`src/rtl/synaptic_integrator.sv`:
```
// Sparse synaptic current integrator: one (pre,post) weight per cycle, saturating per post-neuron sums.
// Pass takes N*N+1 edges from accepted start to done; start is ignored while busy or in DONE, never queued.
module synaptic_integrator #(
    parameter int N  = 7,
    parameter int WW = 16,
    parameter int AW = 16
) (
    input  logic                clk,
    input  logic                reset_n,
    input  logic                start,
    input  logic [N-1:0]        spikes,
    input  logic [N*N*WW-1:0]   weights_flat,
    output logic                busy,
    output logic                done,
    output logic [N*AW-1:0]     currents_flat
);

    localparam int IW = $clog2(N);
    localparam int SW = ((WW > AW) ? WW : AW) + 1;
    localparam logic signed [SW-1:0] MAXV = {{(SW-AW+1){1'b0}}, {(AW-1){1'b1}}};
    localparam logic signed [SW-1:0] MINV = {{(SW-AW+1){1'b1}}, {(AW-1){1'b0}}};

    typedef enum logic [1:0] {IDLE, SCAN, DONE} state_t;

    state_t                state_q;
    logic [N-1:0]          spk_q;
    logic signed [AW-1:0]  acc_q [N];
    logic [IW-1:0]         i_q;
    logic [IW-1:0]         j_q;
    logic                  last_q;
    logic [N*AW-1:0]       cur_q;
    logic                  busy_q;
    logic                  done_q;

    logic signed [WW-1:0]  w_sel_d;
    logic signed [SW-1:0]  sum_d;
    logic signed [AW-1:0]  sat_d;
    logic                  hit_d;

    // Sum is formed wider than both operands so the clamp sees the true value.
    always_comb begin
        w_sel_d = weights_flat[(int'(i_q) * N + int'(j_q)) * WW +: WW];
        sum_d   = SW'(acc_q[j_q]) + SW'(w_sel_d);
        if (sum_d > MAXV)
            sat_d = MAXV[AW-1:0];
        else if (sum_d < MINV)
            sat_d = MINV[AW-1:0];
        else
            sat_d = sum_d[AW-1:0];
        hit_d = spk_q[i_q] && (i_q != j_q) && !last_q;
    end

    always_ff @(posedge clk or negedge reset_n) begin
        if (!reset_n) begin
            state_q <= IDLE;
            spk_q   <= '0;
            i_q     <= '0;
            j_q     <= '0;
            last_q  <= 1'b0;
            cur_q   <= '0;
            busy_q  <= 1'b0;
            done_q  <= 1'b0;
            for (int k = 0; k < N; k++) acc_q[k] <= '0;
        end else begin
            case (state_q)
                IDLE: begin
                    done_q <= 1'b0;
                    if (start) begin
                        state_q <= SCAN;
                        busy_q  <= 1'b1;
                        spk_q   <= spikes;
                        i_q     <= '0;
                        j_q     <= '0;
                        last_q  <= 1'b0;
                        for (int k = 0; k < N; k++) acc_q[k] <= '0;
                    end
                end
                SCAN: begin
                    // Final SCAN cycle only drains the last accumulate so currents load from settled registers.
                    if (last_q) begin
                        state_q <= DONE;
                        busy_q  <= 1'b0;
                        done_q  <= 1'b1;
                        for (int k = 0; k < N; k++) cur_q[k*AW +: AW] <= acc_q[k];
                    end else begin
                        if (hit_d) acc_q[j_q] <= sat_d;
                        if (i_q == IW'(N-1)) begin
                            i_q <= '0;
                            if (j_q == IW'(N-1))
                                last_q <= 1'b1;
                            else
                                j_q <= j_q + 1'b1;
                        end else begin
                            i_q <= i_q + 1'b1;
                        end
                    end
                end
                DONE: begin
                    done_q  <= 1'b0;
                    state_q <= IDLE;
                end
                default: begin
                    state_q <= IDLE;
                    busy_q  <= 1'b0;
                    done_q  <= 1'b0;
                end
            endcase
        end
    end

    assign busy          = busy_q;
    assign done          = done_q;
    assign currents_flat = cur_q;

endmodule

```
`config.mk`:
```
export PLATFORM = sky130hd
export DESIGN_NAME = synaptic_integrator
export DESIGN_NICKNAME = d
export VERILOG_FILES = /design/src/rtl/synaptic_integrator.sv
export SDC_FILE = /design/constraint.sdc
export NUM_CORES = 1
export LEC_CHECK = 0
export CORE_AREA = 8 8 347 349
export CTS_BUF_LIST = sky130_fd_sc_hd__clkbuf_4 sky130_fd_sc_hd__clkbuf_8
export CTS_CLUSTER_SIZE = 20
export DETAILED_ROUTE_END_ITERATION = 6
export DIE_AREA = 0 0 355 357
export PLACE_DENSITY_LB_ADDON = 0.08
export SYNTH_ARGS = -nofsm -noshare
export SYNTH_HDL_FRONTEND = slang
export SYNTH_SLANG_ARGS = --single-unit
export TNS_END_PERCENT = 1
```
`constraint.sdc`:
```
create_clock -name clk -period 5.45 [get_ports clk]
set_input_delay 1.635 -clock clk [delete_from_list [all_inputs] [get_ports clk]]
set_output_delay 1.635 -clock clk [all_outputs]
set_load 0.05 [all_outputs]
```
After elaboration in Yosys (flattened, before gate mapping)
Cells that the tools add are included.

Equality and inequality tests: 11. Mux-type cells: 35. Magnitude comparators: 5. Reduce and logical (&&, ||, !) cells: 14. Add/subtract/negate cells: 4. Bitwise gates (word level): 2. Shift-type cells: 1. $mul: 1.

Operators by type and width (number): $shiftx A784 B12 Y16 (1); $mux W112 (3); $pmux W112 S2 (1); $bwmux W112 (1); $mux W16 (5); $bmux W16 S3 (1); $demux W16 S3 (1); $mux W3 (6); $add A16 B16 Y17 (1); $gt A17 B16 Y1 const B (1); $lt A17 B16 Y1 const B (1); $ne A2 B2 Y1 const B (6); $pmux W3 S2 (2); $mux W1 (9); $reduce_and A2 Y1 (4); $add A6 B3 Y7 (1); $add A3 B1 Y3 const B (2); $eq A3 B3 Y1 const B (2); $mul A3 B3 Y6 const B (1); $reduce_and A3 Y1 (2); $reduce_and A5 Y1 (1); $ge A4 B4 Y1 const B (1); $lt A3 B4 Y1 const B (1); $lt A4 B1 Y1 const B (1); 15 further kinds (18).

Bits in registers: 242. Output and inout bits: 114.

Logic depth before layout (Yosys ltp)
Word-level depth: 12. Depth in mapped cells: 24. Depth with buffers taken out: 22.

Least setup slack after synthesis
No wires, ideal clock.

Path type: flip-flop to flip-flop. Start point: register i_q[0]. End point: register acc_q[14] (netlist bit). Clock period less this slack: 5639 ps. Data arrival time: 5502 ps. Cell stages (with the launch flop): 19. Slack: -189 ps. Cell sequence: dfrtp_1 fa_1 inv_1 fa_1 fa_1 clkbuf_1 clkbuf_1 mux4_2 mux2i_1 a211oi_1 ha_1 fa_1 a211oi_1 o21ai_0 a211oi_1 o21ai_0 xor2_1 a21oi_1 o21ai_0.

Longest elaborated chain between the ends: 11. Elaborated cells between the ends (all ways): 19. Those cells by class: 2 x add/sub; 1 x mul; 2 x order compare; 2 x eq/ne; 1 x shift; 8 x mux; 3 x reduce/logical.

Ends and longest elaborated chain: start: declaration (RTL line 28) `logic [IW-1:0] i_q;`; start signal: assignment (RTL line 94) `i_q <= i_q + 1'b1;`; $mul A3 B3 Y6 (RTL line 42) `w_sel_d = weights_flat[(int'(i_q) * N + int'(j_q)) * WW +: WW];`; $add A6 B3 Y7 (RTL line 42); $shiftx A784 B12 Y16 (RTL line 42); $add A16 B16 Y17 (RTL line 43) `sum_d = SW'(acc_q[j_q]) + SW'(w_sel_d);`; $lt A17 B16 Y1 (RTL line 46) `else if (sum_d < MINV)`; $mux W16 (RTL line 46); $mux W16 (RTL line 44) `if (sum_d > MAXV)`; $bwmux W112 (RTL line 86) `if (hit_d) acc_q[j_q] <= sat_d;`; $mux W112 (RTL line 86); $mux W112 (RTL line 80) `if (last_q) begin`; $pmux W112 S2 (RTL line 65) `case (state_q)`; end signal: indexed assignment (RTL line 86); end: declaration (RTL line 27) `logic signed [AW-1:0] acc_q [N];`.

Parallel ways exist; a longest one is shown, timed or not. The select of a mux whose other input is x is not followed. A chain may end at the register's enable or synchronous reset.

Worst setup path in the final report
Start point: register i_q[2]. End point: register acc_q[39] (netlist bit).

Same word-level chain as after synthesis.

==> metrics.txt <==
share of cells above drive strength 1 32.2%; Final ANT Viol Nets 0; commonest non-fill, non-tap cell in the layout clkdlybuf4s50_1; worst-margin pin slew 1350 ps; Fmax 0.179 GHz; Post-synth EDFFs 0; ys flop type dfrtp_1; Max-Slew Margin vs Limit 9.54%; drt first-iter violations 1,262; drt drc 0; post-synth top area share 35.0%; post-DP HPWL 120,000 um; synthesized instance count 1,377; total track usage 20.8%; Avg Cell Area, Syn 12.6 um2; status finished, violations left; vias per cell 4.46; CP Cell Sequence fa_1 > inv_2 > fa_2 > fa_4 > xor2_4 > buf_12 > buf_12 > buf_6 > mux4_2 > a221oi_4 > buf_4 > a211oi_2 > ha_1 > buf_6 > nand4_1 > a21oi_2 > nand2_2 > a31o_4 > nor2_4 > buf_12 > o21ai_1 > buf_4 > o21ai_1; mux cell area share after synthesis 41.1%; Yosys reg bits 242; main combinational cell family by area after synthesis multiplexers; min Tclk post-route 5590 ps; first-pass GRT wire length 181,000 um; CTS buffer count 45; TritonCTS Sinks 242; H-tree depth reported by CTS 2; failing checks negative setup slack; Simple-Gate Fraction of Synth Area 6.71%; count of final setup violators 105; Die ar. 127,000 um2; CP endpoint kind register; CP max stage cell fa_1; initial core utilization 15.1%; Netlist Area Pre-Place 17,300 um2; WHS 480 ps; final setup TNS -9780 ps; fin. max-slew vios 0; count of input and output buffers 907; largest net degree at the start of global routing 110; CTS tree yes; I/O pin cnt 908; final worst path period share 103%; critical path data arrival time 6070 ps; RSZ-0062 raised after global routing true; WL/cell 34.5 um; crit path kind reg -> reg; Die Ht 357 um; WL final 138,000 um; grt ovf 0; initial antenna violation count 76; worst skew pair latency 590 ps; sequential share of the synthesized area 35.0%; vias in the first global route 19,301; Hold Vio Cnt, Final 0; Core ar. 115,000 um2; NumNets Final 3,266; Ys Warns 0; Hold Path Class reg -> reg; most frequent cells in the layout clkdlybuf4s50_1 (906), mux4_2 (245), dfrtp_1 (241), buf_4 (187), mux2_2 (115); Clock transition at path regs 60 ps; post-synth cell types 53; root buffer cell clkbuf_8; largest cells by area after synthesis dfrtp_1 (35%), mux4_2 (32%), mux2_2 (7.5%), o21ai_0 (4.0%), nand3_1 (3.1%); Clock Path Buffers 3; detailed-route via count 17,913; Post-Syn Nets 2,205; clk_skew 21.4 ps; Final WS setup -144 ps; die width 355 um; Worst Path Required 5930 ps; Synth Area in XOR/XNOR 1.01%; adder-cell share of the synthesized area 2.67%; Async S/R FF share, synth 100%; synth-to-layout area growth 82.4%; first-pass detailed-route iteration total 5; Worst setup SP type register; Crit path top cell by count buf_12; post-synthesis compound-gate area fraction 9.82%; gpl congestion 0.936; dominant cell type by area after synthesis dfrtp_1; num rows 125; dpl ws -817 ps; Max-Cap Viols 0; Crit path largest cell delay 560 ps; hold_buf cts 0; crit path max fanout 8
==> sequential cells by signal, summed over array words and instances (netlist names) <==
name / flops
acc_q: 112
busy: 1
currents_flat: 112
done: 1
i_q: 3
j_q: 3
last_q: 1
spk_q: 7
state_q: 2
==> cell usage after synthesis, drive strengths merged (3+ instances only) <==
cell type and number:
nand2b 3, a31oi 6, ha 29, mux2i 30
o211ai 6, a211oi 24, xor2 13, and3 3
or3 3, nor2 47, a21o 8, clkbuf 78
nand3 109, nor3 4, nor2b 6, dfrtp 242
inv 25, o21a 3, o21ai 141, a221oi 21
mux2 115, buf 48, xnor2 7, o22ai 13
and2 4, fa 5, nand2 70, a21oi 48
mux4 245
==> critical path, delay by kind of cell (launching register included) <==
| kind | cells | cell delay (ps) |
|---|---|---|
| AO/OA/AOI/OAI | 6 | 1000 |
| multiplexers | 1 | 520 |
| buffers and inverters | 8 | 1080 |
| AND/OR/NAND/NOR | 3 | 380 |
| XOR/XNOR | 1 | 220 |
| flip-flops | 1 | 400 |
| adder cells (fa/ha/maj) | 4 | 1880 |
==> kinds of logic (layout without fill, tap and decap cells) <==
kind of cell             count (synthesis)  count (layout)
adder cells (fa/ha/maj)                 34              34
multiplexers                           390             390
buffers and inverters                  152            1242
flip-flops                             242             242
AND/OR/NAND/NOR                        254             254
AO/OA/AOI/OAI                          285             285
XOR/XNOR                                20              20
other                                    0              21
==> metrics by stage <==
step           cells  instance area [um2]  util [%]
2_1_floorplan   1377                17300         -
3_3_place_gp    3882                29600      25.7
3_5_place_dp    3882                29600      25.7
4_1_cts         3979                31100      27.0
5_1_grt         3995                31600      27.4
6_report        4012                31600      27.5
==> layout make-up <==
type | instances | area (um2)
multi-input combinational | 983 | 11300
clock inverter | 5 | 30.0
inverter | 26 | 97.6
clock buffer | 71 | 890
antenna | 21 | 52.6
fill | 12087 | 83500
tap | 1524 | 1910
sequential | 242 | 6060
timing repair buffer | 1140 | 11300
==> path summary, 6_finish.rpt <==
path,startpoint,to,slack (ps),depth (start not counted)
setup / recovery,i_q[2],acc_q[39],-140,23
hold reg to reg,spk_q[1],spk_q[1],480,2
max in group asynchronous,reset_n,currents_flat[78],3240,2
min in group asynchronous,reset_n,currents_flat[40],1080,1
setup reg to reg,i_q[2],acc_q[39],-140,23
hold / removal,spk_q[1],spk_q[1],480,2
==> per-layer routing <==
layer  track usage [%]  vias up  share of wire [%]
met3              6.00      134                8.4
met5                 0        -               0.15
met4              2.11       32               0.94
met2              37.3      777                 52
li1                  -     7654                  -
met1              25.4     9316                 39
==> repair_timing <==
| action | 4_1_cts | 5_1_grt |
|---|---|---|
| gates cloned | 3 | 0 |
| setup endpoints to repair | 112 | 112 |
| hold endpoints to repair | 0 | 0 |
| pin swaps | 29 | 79 |
| buffers inserted | 19 | 17 |
| resized for setup | 156 | 117 |
Power is not shown: default switching activity piles up to over one toggle a cycle in this logic, so the estimate is an artifact.
